$ cat config.mk
export PLATFORM = sky130hd
export DESIGN_NAME = shutdown_sequencer
export DESIGN_NICKNAME = d
export VERILOG_FILES = /design/src/rtl/shutdown_sequencer.sv
export SDC_FILE = /design/constraint.sdc
export NUM_CORES = 1
export LEC_CHECK = 0
export ABC_AREA = 1
export BUFFER_PORTS_ARGS = -buffer_cell sky130_fd_sc_hd__buf_2
export CAP_MARGIN = 20
export CORE_MARGIN = 8
export CORE_UTILIZATION = 60
export DETAILED_ROUTE_END_ITERATION = 8
export PLACE_DENSITY_LB_ADDON = 0.05
export SYNTH_ARGS = -nofsm -noshare
export SYNTH_HDL_FRONTEND = slang
export SYNTH_SLANG_ARGS = --single-unit
$ cat constraint.sdc
create_clock -name clk -period 5.15 [get_ports clk]
set_clock_uncertainty 0.2 [all_clocks]
set_input_delay 1.2875 -clock clk [delete_from_list [all_inputs] [get_ports clk]]
set_output_delay 1.2875 -clock clk [all_outputs]
set_load 0.005 [all_outputs]
$ cat src/rtl/shutdown_sequencer.sv
// Power-rail sequencer: brings rails up in order after reset, and takes
// them down in reverse order on a long button press or a software request.
// Each rail step waits for that rail's power-good, with a timeout into FAULT.
module shutdown_sequencer #(
  parameter int NUM_RAILS  = 4,
  parameter int LONG_PRESS = 1000000,
  parameter int STEP_DELAY = 1000,
  parameter int PG_TIMEOUT = 50000,
  parameter int CNT_WIDTH  = 20
) (
  input  logic                 clk,
  input  logic                 rst,
  input  logic                 btn_clean,
  input  logic                 sw_req,
  input  logic [NUM_RAILS-1:0] rail_pg,
  output logic [NUM_RAILS-1:0] rail_en,
  output logic [2:0]           state,
  output logic                 busy,
  output logic                 sys_on,
  output logic                 fault
);

  localparam logic [2:0] S_OFF   = 3'd0;
  localparam logic [2:0] S_UP    = 3'd1;
  localparam logic [2:0] S_ON    = 3'd2;
  localparam logic [2:0] S_HOLD  = 3'd3;
  localparam logic [2:0] S_DOWN  = 3'd4;
  localparam logic [2:0] S_FAULT = 3'd5;

  localparam logic [1:0] P_SW   = 2'd0;
  localparam logic [1:0] P_WAIT = 2'd1;
  localparam logic [1:0] P_DLY  = 2'd2;

  localparam int IDX_W = (NUM_RAILS > 1) ? $clog2(NUM_RAILS) : 1;

  localparam logic [CNT_WIDTH-1:0] PRESS_LAST = CNT_WIDTH'(LONG_PRESS - 1);
  localparam logic [CNT_WIDTH-1:0] DLY_LAST   = CNT_WIDTH'(STEP_DELAY - 1);
  localparam logic [CNT_WIDTH-1:0] TMO_LAST   = CNT_WIDTH'(PG_TIMEOUT - 1);
  localparam logic [IDX_W-1:0]     IDX_LAST   = IDX_W'(NUM_RAILS - 1);

  logic [2:0]           state_q, state_d;
  logic [1:0]           phase_q, phase_d;
  logic [IDX_W-1:0]     idx_q, idx_d;
  logic [CNT_WIDTH-1:0] cnt_q, cnt_d;
  logic [NUM_RAILS-1:0] rail_en_q, rail_en_d;
  logic                 btn_q;
  logic                 busy_q, busy_d;
  logic                 sys_on_q, sys_on_d;
  logic                 fault_q, fault_d;

  logic                 btn_rise;
  logic                 target;
  logic                 seq_last;
  logic [IDX_W-1:0]     idx_next;

  assign btn_rise = btn_clean & ~btn_q;
  // Rails are driven high while powering up, low while powering down.
  assign target   = (state_q == S_UP);
  assign seq_last = target ? (idx_q == IDX_LAST) : (idx_q == '0);
  assign idx_next = target ? idx_q + IDX_W'(1) : idx_q - IDX_W'(1);

  // State register; btn_q resets high so a button held through reset is not an edge.
  always_ff @(posedge clk) begin
    if (rst) begin
      state_q   <= S_UP;
      phase_q   <= P_SW;
      idx_q     <= '0;
      cnt_q     <= '0;
      rail_en_q <= '0;
      btn_q     <= 1'b1;
      busy_q    <= 1'b1;
      sys_on_q  <= 1'b0;
      fault_q   <= 1'b0;
    end else begin
      state_q   <= state_d;
      phase_q   <= phase_d;
      idx_q     <= idx_d;
      cnt_q     <= cnt_d;
      rail_en_q <= rail_en_d;
      btn_q     <= btn_clean;
      busy_q    <= busy_d;
      sys_on_q  <= sys_on_d;
      fault_q   <= fault_d;
    end
  end

  // Next-state: sequencing steps, press timing and fault entry share one counter.
  always_comb begin
    state_d   = state_q;
    phase_d   = phase_q;
    idx_d     = idx_q;
    cnt_d     = cnt_q;
    rail_en_d = rail_en_q;
    case (state_q)
      S_UP, S_DOWN: begin
        case (phase_q)
          P_SW: begin
            rail_en_d[idx_q] = target;
            cnt_d            = '0;
            phase_d          = P_WAIT;
          end
          P_WAIT: begin
            // Only the rail being stepped is watched; earlier rails may glitch.
            if (rail_pg[idx_q] == target) begin
              cnt_d   = '0;
              phase_d = P_DLY;
            end else if (cnt_q == TMO_LAST) begin
              state_d   = S_FAULT;
              rail_en_d = '0;
            end else begin
              cnt_d = cnt_q + 1'b1;
            end
          end
          P_DLY: begin
            if (cnt_q == DLY_LAST) begin
              cnt_d = '0;
              if (seq_last) begin
                state_d = target ? S_ON : S_OFF;
                phase_d = P_SW;
              end else begin
                idx_d   = idx_next;
                phase_d = P_SW;
              end
            end else begin
              cnt_d = cnt_q + 1'b1;
            end
          end
          default: phase_d = P_SW;
        endcase
      end
      S_ON: begin
        // Software request wins over a button edge in the same cycle.
        if (sw_req) begin
          state_d = S_DOWN;
          idx_d   = IDX_LAST;
          phase_d = P_SW;
          cnt_d   = '0;
        end else if (btn_rise) begin
          state_d = S_HOLD;
          cnt_d   = CNT_WIDTH'(1);
        end
      end
      S_HOLD: begin
        if (sw_req || (btn_clean && cnt_q == PRESS_LAST)) begin
          state_d = S_DOWN;
          idx_d   = IDX_LAST;
          phase_d = P_SW;
          cnt_d   = '0;
        end else if (!btn_clean) begin
          state_d = S_ON;
          cnt_d   = '0;
        end else begin
          cnt_d = cnt_q + 1'b1;
        end
      end
      S_OFF: begin
        rail_en_d = '0;
        if (btn_rise) begin
          state_d = S_UP;
          idx_d   = '0;
          phase_d = P_SW;
          cnt_d   = '0;
        end
      end
      S_FAULT: rail_en_d = '0;
      // Unused encodings are treated as a fault with all rails dropped.
      default: begin
        state_d   = S_FAULT;
        rail_en_d = '0;
      end
    endcase
  end

  // Status flags decoded from the next state so they register alongside it.
  always_comb begin
    busy_d   = (state_d == S_UP) || (state_d == S_DOWN);
    sys_on_d = (state_d == S_ON) || (state_d == S_HOLD);
    fault_d  = (state_d == S_FAULT);
  end

  assign rail_en = rail_en_q;
  assign state   = state_q;
  assign busy    = busy_q;
  assign sys_on  = sys_on_q;
  assign fault   = fault_q;

endmodule

==> results of run 1 <==
==> layout make-up <==
type	instances	area, um^2
multi-input combinational	287	1380
fill	362	1180
sequential	35	701
inverter	51	194
timing repair buffer	17	85.1
clock buffer	7	76.3
tap	48	60.1
clock inverter	1	5.00
==> kinds of logic after synthesis <==
| logic type | count (synthesis) |
|---|---|
| AOI/OAI and AO/OA | 35 |
| xor gates and xnor gates | 11 |
| adders and majority gates | 5 |
| buffers and inverters | 56 |
| DFF | 35 |
| and+or+nand+nor | 236 |
==> per-layer routing <==
layer | share of wire | routed length [um] | vias to the layer above | global-route usage
met5 | 0 | 0 | - | 0
li1 | - | - | 1223 | -
met4 | 0.013 | 71 | 0 | 0.0630
met3 | 0.062 | 342 | 7 | 0.0490
met1 | 0.49 | 2730 | 1057 | 0.247
met2 | 0.43 | 2420 | 52 | 0.292
==> where the power goes <==
part / switching (W) / leakage (nW) / total, W / internal, W
logic: 0.000516 / 0.839 / 0.000743 / 0.000227
clock network: 0.0000977 / 0.0422 / 0.000193 / 0.0000949
registers: 0.0000431 / 0.284 / 0.000358 / 0.000315
total: 0.000657 / 1.17 / 0.00129 / 0.000637
==> layout by cell type (no fill, tap or decap), types with 2 or more instances in the layout <==
cell type	count
clkbuf_1	2
nand4_1	7
nand2_2	8
a21oi_1	18
nand3_2	2
o21ai_0	14
inv_1	43
xor2_1	9
buf_2	17
xnor2_1	2
clkbuf_8	5
nand2_1	103
nor3_1	8
ha_1	5
nor2_1	62
nand3_1	30
nor2_2	9
dfxtp_1	35
nor3_2	3
inv_2	6
==> how the worst min path moves through the flow <==
stage	start	end	slack, ns	depth (start not counted)
after floorplan	cnt_q[1]	cnt_q[1]	0.26	2
after global placement	rail_en[2]	rail_en[2]	0.26	2
after detailed placement	rail_en[0]	rail_en[0]	0.28	2
after CTS	rail_en[0]	rail_en[0]	0.29	2
after global routing	cnt_q[1]	cnt_q[1]	0.35	2
final	rail_en[0]	rail_en[0]	0.29	2
==> stage by stage <==
step	area, um^2	total power [W]	setup WS (ns)	std cells	hold WS, ns
2_1_floorplan	2320	0.000979	2.47	378	0.261
3_3_place_gp	2420	0.00108	2.12	438	0.258
3_5_place_dp	2420	0.00110	2.04	438	0.277
4_1_cts	2500	0.00130	2.34	446	0.286
5_1_grt	2500	0.00143	2.12	446	0.345
6_report	2500	0.00129	2.33	446	0.292
==> flip-flops by register name, summed over array words and instances (netlist names) <==
register and cells:
rail_en 4, fault 1, busy 1, btn_q 1, state 3, cnt_q 20, sys_on 1, phase_q 2
idx_q 2
==> worst max-delay path, stage by stage <==
cell,delay [ns]
buf_2,0.11
inv_1,0.06
or2_2,0.29
nand2_1,0.07
nand2_1,0.05
nor2_2,0.09
nand2_2,0.21
inv_4,0.22
a21oi_4,0.09
inv_2,0.22
nor2_1,0.09
==> flow_summary_export.csv, run 1 <==
group,metric,value,unit
drt,wl,5.56,mm
yosys,synth_top_cell_by_area,"dfxtp_1",
global_route,grt_pass1_vias,2155,
placed_design,hpwlAfterDp,4.33,mm
setup_path,rrSetupSlack,2.67,ns
layout,syn_to_final_growth,7.81,%
layout,drive_gt1_frac,0.136,
yosys,synthAdderAreaFrac,0.0269,
setup_path,r2r-start,"phase_q[1]",
drt,dr.first_iter.drc_count,150,
floorplan,rows,22,
clock_network,clock-sinks,35,
yosys,synth_xor_area_frac,0.0415,
clock_network,post_cts_resized,0,
global_route,grt_max_degree,16,
floorplan,die_y,78.2,um
yosys,yosysUniqueCellTypes,29,
yosys,ys_ff_latch,35,
floorplan,start_util,0.630,
clock_network,cts_root_buf,"clkbuf_8",
floorplan,die_area,0.00612,mm^2
timing,post-route-min-period,2.82,ns
drt,wl_per_cell,12.5,um
setup_path,worstPathRequired,5.12,ns
drt,drtPass1Iterations,4,
timing,hold_violations,0,
yosys,synth-edff-count,0,
clock_network,cts_hold_buf,0,
yosys,yosysMostFrequentCell,"nand2_1",
yosys,syn_avg_cell_area,6.14,um^2
placed_design,gp_congestion,0.928,
setup_path,reg2reg_depth,10,
drt,vias_per_cell,5.24,
floorplan,die_w,78.2,um
floorplan,ios,18,
setup_path,start_kind,"input pin",
clock_network,clockBufferDepth,2,
clock_network,cts.reportedPaths.clkPinSlew,0.07,ns
power_and_ir_drop,power.density,517,mW/mm^2
setup_path,crit_arrival,2.79,ns
drt,via_count,2339,
power_and_ir_drop,vdd_drop_max,0.377,mV
timing,finalMaxSlewViolations,0,
yosys,synth.area.top_cells,"dfxtp_1, nand2_1, nor2_1",
clock_network,cts_buffers,5,
yosys,synth-seq-area-share,0.302,
drt,drtAntennaViolNets,0,
yosys,yosys.area_share.simple,0.446,
worst_hold_path,min_path_type,"flip-flop to flip-flop",
setup_path,crit_type,"input pin to flip-flop",
timing,setup_viol,0,
status,status,"finished, final reports clean",
timing,finalCritPeriodShare,0.547,
placed_design,io_buffers,17,
timing,max_clock_freq,355,MHz
timing,fin_setup_tns,0,ns
yosys,synth_nets,391,
setup_path,worst_setup_path_end_kind,"flip-flop",
yosys,ys.warnings.count,0,
layout,final_nets,410,
clock_network,htree_levels,2,
setup_path,critPathCapture,"cnt_q[7]",
yosys,synth-compound-area-share,0.0808,
yosys,synthMuxAreaShare,0,
power_and_ir_drop,p_leak,1.17,nW
clock_network,clock_latency,0.29,ns
drt,post-route-drc-count,0,
global_route,overflow,0,
global_route,grt_pass1_wl,9.52,mm
setup_path,timing.rr.end,"cnt_q[17]",
timing,rsz0062_at_grt,"false",
yosys,synthFlopType,"dfxtp_1",
timing,maxSlewHeadroom,0.746,
flow_run,drv_cap,0,
layout,fin_util,0.679,
yosys,syn-cell-area,0.00232,mm^2
timing,tightest_slew,0.380,ns
floorplan,fp.coreArea,0.00369,mm^2
setup_path,cp-startpoint,"btn_clean",
yosys,ys_async_sr_fraction,0,
clock_network,tritoncts,"built",
yosys,yosysTopAreaCellShare,0.302,
yosys,postSynthCellCount,378,
yosys,synth_top_family_by_area,"simple AND/OR/NAND/NOR gates",
yosys,synthTopCellsByCount,"nand2_1, nor2_1, inv_1",
setup_path,crit_fanout,15,
global_route,grtUsageTotal,0.188,
layout,antenna_cells,0,
global_route,antenna_found_initial,0,
clock_network,postCtsSetupBuffers,0,
No activity file was read; power rests on OpenSTA's default activity.
==> run 2, diff against run 1 <==
==> constraint.sdc (replaced) <==
create_clock -name clk -period 2.8 [get_ports clk]
set_clock_uncertainty 0.2 [all_clocks]
set_input_delay 0.7 -clock clk [delete_from_list [all_inputs] [get_ports clk]]
set_output_delay 0.7 -clock clk [all_outputs]
set_load 0.005 [all_outputs]
==> run 2 against run 1 <==
  * Clock-buffer cell count is the same
  * Power grew 86%
  * Non-clock buffer count increased by 2
  * Largest cell class unchanged
==> flow_summary_export.csv, run 2 (synthesis results as in run 1) <==
group,metric,value,unit
timing,post-route-min-period,2.38,ns
setup_path,start_kind,"flip-flop",
drt,vias_per_cell,5.30,
timing,setup_viol,0,
global_route,grt_pass1_wl,9.81,mm
placed_design,hpwlAfterDp,4.39,mm
clock_network,htree_levels,2,
global_route,antenna_found_initial,0,
layout,seq_area,701,um^2
clock_network,postCtsSetupBuffers,0,
floorplan,ios,18,
floorplan,die_w,78.2,um
global_route,grt_max_degree,16,
floorplan,die_area,0.00612,mm^2
worst_hold_path,min_path_type,"flip-flop to flip-flop",
global_route,overflow,0,
clock_network,post_cts_resized,0,
timing,hold_violations,0,
layout,drive_gt1_frac,0.140,
global_route,grt_pass1_vias,2168,
timing,maxSlewHeadroom,0.722,
timing,max_clock_freq,420,MHz
drt,via_count,2375,
clock_network,cts_root_buf,"clkbuf_8",
setup_path,crit_type,"flip-flop to flip-flop",
setup_path,slowest_stage,"dfxtp_1",
placed_design,io_buffers,17,
layout,syn_to_final_growth,8.46,%
layout,final_cell_mix,"nand2_1, nor2_1, inv_1, dfxtp_1, nand3_1",
setup_path,max_stage_delay,0.37,ns
timing,rsz0062_at_grt,"false",
power_and_ir_drop,power.density,955,mW/mm^2
layout,final_nets,412,
timing,hold_slack,0.277,ns
drt,highest_layer,"met4",
power_and_ir_drop,vdd_drop_max,0.642,mV
power_and_ir_drop,p_leak,1.18,nW
setup_path,worst_setup_path_end_kind,"flip-flop",
timing,finalCritPeriodShare,0.850,
drt,drtPass1Iterations,4,
timing,tightest_slew,0.417,ns
setup_path,crit_arrival,2.35,ns
setup_path,worstPathRequired,2.77,ns
timing,finalMaxSlewViolations,0,
layout,antenna_cells,0,
timing,fin_setup_tns,0,ns
clock_network,tritoncts,"built",
drt,post-route-drc-count,0,
drt,drtAntennaViolNets,0,
setup_path,rrSetupSlack,0.42,ns
setup_path,cpMostUsedCell,"nand2_1",
global_route,grtUsageTotal,0.195,
clock_network,cts_buffers,5,
drt,dr.first_iter.drc_count,196,
clock_network,clock_latency,0.29,ns
drt,m1WireLength,2.83,mm
clock_network,cts_hold_buf,0,
drt,wl_per_cell,12.7,um
layout,largest_reg_flops,20,
power_and_ir_drop,total_power,0.00241,W
layout,largest_register,"cnt_q",
layout,fill_cells,373,
drt,wl_met2,2.46,mm
floorplan,fp.coreArea,0.00369,mm^2
layout,multi_input_area,0.00138,mm^2
drt,wl,5.69,mm
floorplan,rows,22,
flow_run,drv_cap,0,
placed_design,gp_congestion,0.924,
clock_network,cts.reportedPaths.clkPinSlew,0.07,ns
layout,final_common_cell,"nand2_1",
clock_network,clockBufferDepth,2,
floorplan,die_y,78.2,um
status,status,"finished, final reports clean",
setup_path,crit_fanout,4,
floorplan,start_util,0.630,
setup_path,crit_chain,"ha_1 -> nand3_1 -> nor2_1 -> nand3_1 -> nand2_1 -> inv_1 -> nand2_1 -> nand2_1 -> a21oi_1 -> nand2_1 -> o21ai_0 -> nor2_1",
drt,wl_met3,335,um
clock_network,clock-sinks,35,
## run 2: changes by cell type in the layout (fill, tap and decap cells not counted)
cell,previous run,this run
buf_4,0,2
## run 2: power by group
part,internal [W],switching (W)
logic,0.000426,0.000960
registers,0.000580,0.0000772
clock network,0.000175,0.000187
total,0.00118,0.00122
## run 2: per-stage QoR
stage | setup slack, ns | area, um^2 | util | cells
3_3_place_gp | 0.358 | 2440 | 0.661 | 440
3_5_place_dp | 0.285 | 2440 | 0.661 | 440
4_1_cts | 0.463 | 2520 | 0.683 | 448
5_1_grt | 0.145 | 2520 | 0.683 | 448
6_report | 0.420 | 2520 | 0.683 | 448
2_1_floorplan | 0.711 | 2320 | - | 378
## run 2: final timing paths
path,from,depth (start not counted),end
setup reg to reg,cnt_q[0],12,idx_q[0]
hold / removal,rail_en[0],2,rail_en[0]
hold reg to reg,rail_en[0],2,rail_en[0]
setup / recovery,cnt_q[0],12,idx_q[0]
## run 2: per-layer routing
| layer | vias up | GRT usage |
|---|---|---|
| met5 | - | 0 |
| met4 | 0 | 0.0648 |
| met3 | 11 | 0.0478 |
| met2 | 68 | 0.309 |
| met1 | 1072 | 0.251 |
| li1 | 1224 | - |
## run 2: critical path: cells and delay by family (launching register included)
family | cells | cell delay (ns)
AND/OR/NAND/NOR | 8 | 1.02
flip-flops | 1 | 0.37
AO/OA/AOI/OAI | 2 | 0.40
adder cells (fa/ha/maj) | 1 | 0.22
buffers and inverters | 1 | 0.06
## run 2: area by class of cell
type,instances,share of cell area
Clock inverter,1,0.00199
Sequential cell,35,0.278
Multi-Input combinational cell,287,0.549
Inverter,51,0.0770
Tap cell,48,0.0238
Timing Repair Buffer,19,0.0397
Clock buffer,7,0.0303
==> run 3, diff against run 2 <==
--- a/config.mk
+++ b/config.mk
@@ -5,7 +5,6 @@
 export SDC_FILE = /design/constraint.sdc
 export NUM_CORES = 1
 export LEC_CHECK = 0
-export ABC_AREA = 1
 export BUFFER_PORTS_ARGS = -buffer_cell sky130_fd_sc_hd__buf_2
 export CAP_MARGIN = 20
 export CORE_MARGIN = 8
==> run 3 against run 2 <==
  * Sequential cell count is the same
  * Critical endpoint is now cnt_q[3]
  * Critical path type unchanged
  * Non-clock buffer count rose by 44
  * First-iteration DRC count grew 7.7%
  * Largest power group unchanged
  * Power decreased by 3.2%
  * Routed wire length rose by 18%
  * Setup slack worse by 0.35 ns
==> flow_summary_export.csv, run 3 <==
group,metric,value,unit
timing,rsz0062_at_grt,"true",
floorplan,die_area,0.00606,mm^2
yosys,synth-edff-count,0,
yosys,ys_async_sr_fraction,0,
yosys,ys_ff_latch,35,
layout,final_nets,366,
yosys,synth_top_cell_by_area,"dfxtp_1",
placed_design,place_inst,392,
timing,finalMaxSlewViolations,0,
layout,largest_register,"cnt_q",
drt,via_count,2518,
yosys,syn_avg_cell_area,7.73,um^2
drt,drtAntennaViolNets,0,
setup_path,rrSetupSlack,0.07,ns
timing,finalCritPeriodShare,0.974,
yosys,synth_nets,310,
setup_path,crit_family,"simple AND/OR/NAND/NOR gates",
setup_path,crit_arrival,2.70,ns
setup_path,slowest_stage,"or4b_4",
clock_network,htree_levels,2,
yosys,synthFlopType,"dfxtp_1",
timing,maxSlewHeadroom,0.719,
drt,post-route-drc-count,0,
timing,tightest_slew,0.419,ns
clock_network,clock-sinks,35,
drt,wl,6.74,mm
drt,dr.first_iter.drc_count,211,
global_route,grt_pass1_wl,11.1,mm
yosys,ys.warnings.count,0,
setup_path,crit_type,"flip-flop to flip-flop",
drt,wl_per_cell,16.8,um
yosys,synth.area.top_cells,"dfxtp_1, nor2_1, nand2_1",
clock_network,clock_latency,0.29,ns
yosys,synthTopCellsByCount,"nor2_1, dfxtp_1, nand2_1",
timing,setup_viol,0,
drt,drtPass1Iterations,4,
global_route,overflow,0,
placed_design,io_buffers,17,
timing,post-route-min-period,2.73,ns
setup_path,start_kind,"flip-flop",
layout,multi_input_area,0.00156,mm^2
layout,fin_util,0.803,
yosys,postSynthCellCount,297,
worst_hold_path,min_path_type,"flip-flop to flip-flop",
clock_network,cts.reportedPaths.clkPinSlew,0.08,ns
setup_path,r2r-start,"cnt_q[7]",
layout,final_cell_mix,"buf_4, nor2_1, dfxtp_1, nand2_1, a21oi_1",
clock_network,cts_root_buf,"clkbuf_8",
yosys,yosysMostFrequentCell,"nor2_1",
timing,hold_slack,0.278,ns
setup_path,worst_setup_path_end_kind,"flip-flop",
placed_design,pre_cts_ws,-0.155,ns
setup_path,max_stage_delay,0.54,ns
floorplan,rows,22,
global_route,grtUsageTotal,0.221,
power_and_ir_drop,p_leak,1.14,nW
global_route,antenna_found_initial,0,
yosys,yosysTopAreaCellShare,0.305,
floorplan,fp.coreArea,0.00366,mm^2
drt,highest_layer,"met4",
flow_run,drv_cap,0,
setup_path,crit_chain,"or4b_4 -> or4_4 -> nor4_4 -> a21oi_2 -> buf_6 -> nor2b_2 -> buf_4 -> a22oi_1 -> nor2_1",
yosys,syn-cell-area,0.00229,mm^2
layout,seq_area,702,um^2
layout,largest_reg_flops,20,
setup_path,critPathBufInv,2,
setup_path,reg2reg_depth,9,
setup_path,crit_fanout,7,
drt,wl_met2,3.33,mm
floorplan,start_util,0.627,
setup_path,worstPathRequired,2.78,ns
layout,drive_gt1_frac,0.277,
timing,setup_ws,0.0722,ns
timing,hold_violations,0,
global_route,grt_pass1_vias,2390,
floorplan,die_w,77.8,um
layout,fin_cells,402,
placed_design,gp_congestion,0.967,
worst_hold_path,whs_endpoint,"rail_en[0]",
clock_network,tritoncts,"built",
clock_network,clockBufferDepth,2,
floorplan,ios,18,
timing,max_clock_freq,367,MHz
setup_path,timing.rr.end,"cnt_q[3]",
worst_hold_path,min_from,"rail_en[0]",
global_route,grt_max_degree,30,
drt,m1WireLength,2.78,mm
yosys,synth-seq-area-share,0.305,
power_and_ir_drop,vdd_drop_max,0.404,mV
layout,syn_to_final_growth,28.1,%
status,status,"finished, final reports clean",
layout,antenna_cells,0,
layout,fill_cells,260,
power_and_ir_drop,power.density,793,mW/mm^2
placed_design,hpwlAfterDp,4.65,mm
clock_network,cts_buffers,5,
drt,wl_met3,378,um
worst_hold_path,min_path_cells,2,
yosys,yosysUniqueCellTypes,55,
floorplan,die_y,77.8,um
drt,vias_per_cell,6.26,
layout,final_common_cell,"buf_4",
==> run 3: power breakdown <==
group | leakage, nW | total (W) | internal, W | switching [W]
registers | 0.284 | 0.000586 | 0.000551 | 0.0000347
clock network | 0.0654 | 0.000556 | 0.000356 | 0.000200
logic | 0.795 | 0.00119 | 0.000520 | 0.000667
total | 1.14 | 0.00233 | 0.00143 | 0.000902
==> run 3: stage by stage <==
step	TNS, ns	total power (W)	area [um^2]
floorplan	0	0.00129	2290
global placement	-1.27	0.00166	2700
detailed placement	-2.06	0.00168	2700
CTS	0	0.00225	2850
global route	-0.482	0.00247	2940
finish	0	0.00233	2940
==> run 3: logic make-up (layout without fill, tap and decap cells) <==
kind of cell | count (synthesis) | count (layout) | synth area share
buf+inv | 26 | 83 | 0.0507
mux | 9 | 9 | 0.0453
flops | 35 | 35 | 0.305
xor+xnor | 2 | 2 | 0.00763
compound gates | 71 | 71 | 0.203
fa+ha+maj | 5 | 5 | 0.0273
simple gates | 149 | 149 | 0.361
==> run 3: cell type report <==
cell class | instances | share of cell area
clock buffers | 6 | 0.0247
repair buffers | 63 | 0.149
inverters | 12 | 0.0153
clock inverters | 2 | 0.0204
multi-input cells | 236 | 0.531
flip-flops and latches | 35 | 0.239
well taps | 48 | 0.0204
==> run 3: worst reg2reg max path, stage by stage, from the launching register on <==
cell and delay [ns]:
dfxtp_1 0.31, or4b_4 0.54, or4_4 0.45, nor4_4 0.31, a21oi_2 0.09, buf_6 0.14, nor2b_2 0.17, buf_4 0.15
a22oi_1 0.19, nor2_1 0.06
==> run 3: worst max path at each step <==
| stage | slack, ns | start | endpoint | cells after the start |
|---|---|---|---|---|
| after floorplan | 0.02 | rail_pg[3] | busy | 7 |
| after global placement | -0.11 | rail_pg[3] | cnt_q[17] | 10 |
| after detailed placement | -0.16 | rail_pg[3] | cnt_q[8] | 11 |
| after CTS | 0.01 | cnt_q[7] | cnt_q[8] | 9 |
| after global routing | -0.07 | cnt_q[7] | rail_en[2] | 9 |
| final | 0.07 | cnt_q[7] | cnt_q[3] | 9 |
==> run 3: routing by layer <==
metal,global-route usage,vias to the layer above
met1,0.251,1185
met2,0.368,97
met3,0.0541,27
met5,0,-
met4,0.126,0
li1,-,1209
==> run 3: what timing repair did <==
| item | 4_1_cts | 5_1_grt |
|---|---|---|
| hold buffers | 0 | 0 |
| setup endpoints to repair | 6 | 24 |
| resized for setup | 4 | 19 |
| cloned | 0 | 1 |
| pin swaps | 0 | 6 |
| setup buffers | 0 | 1 |
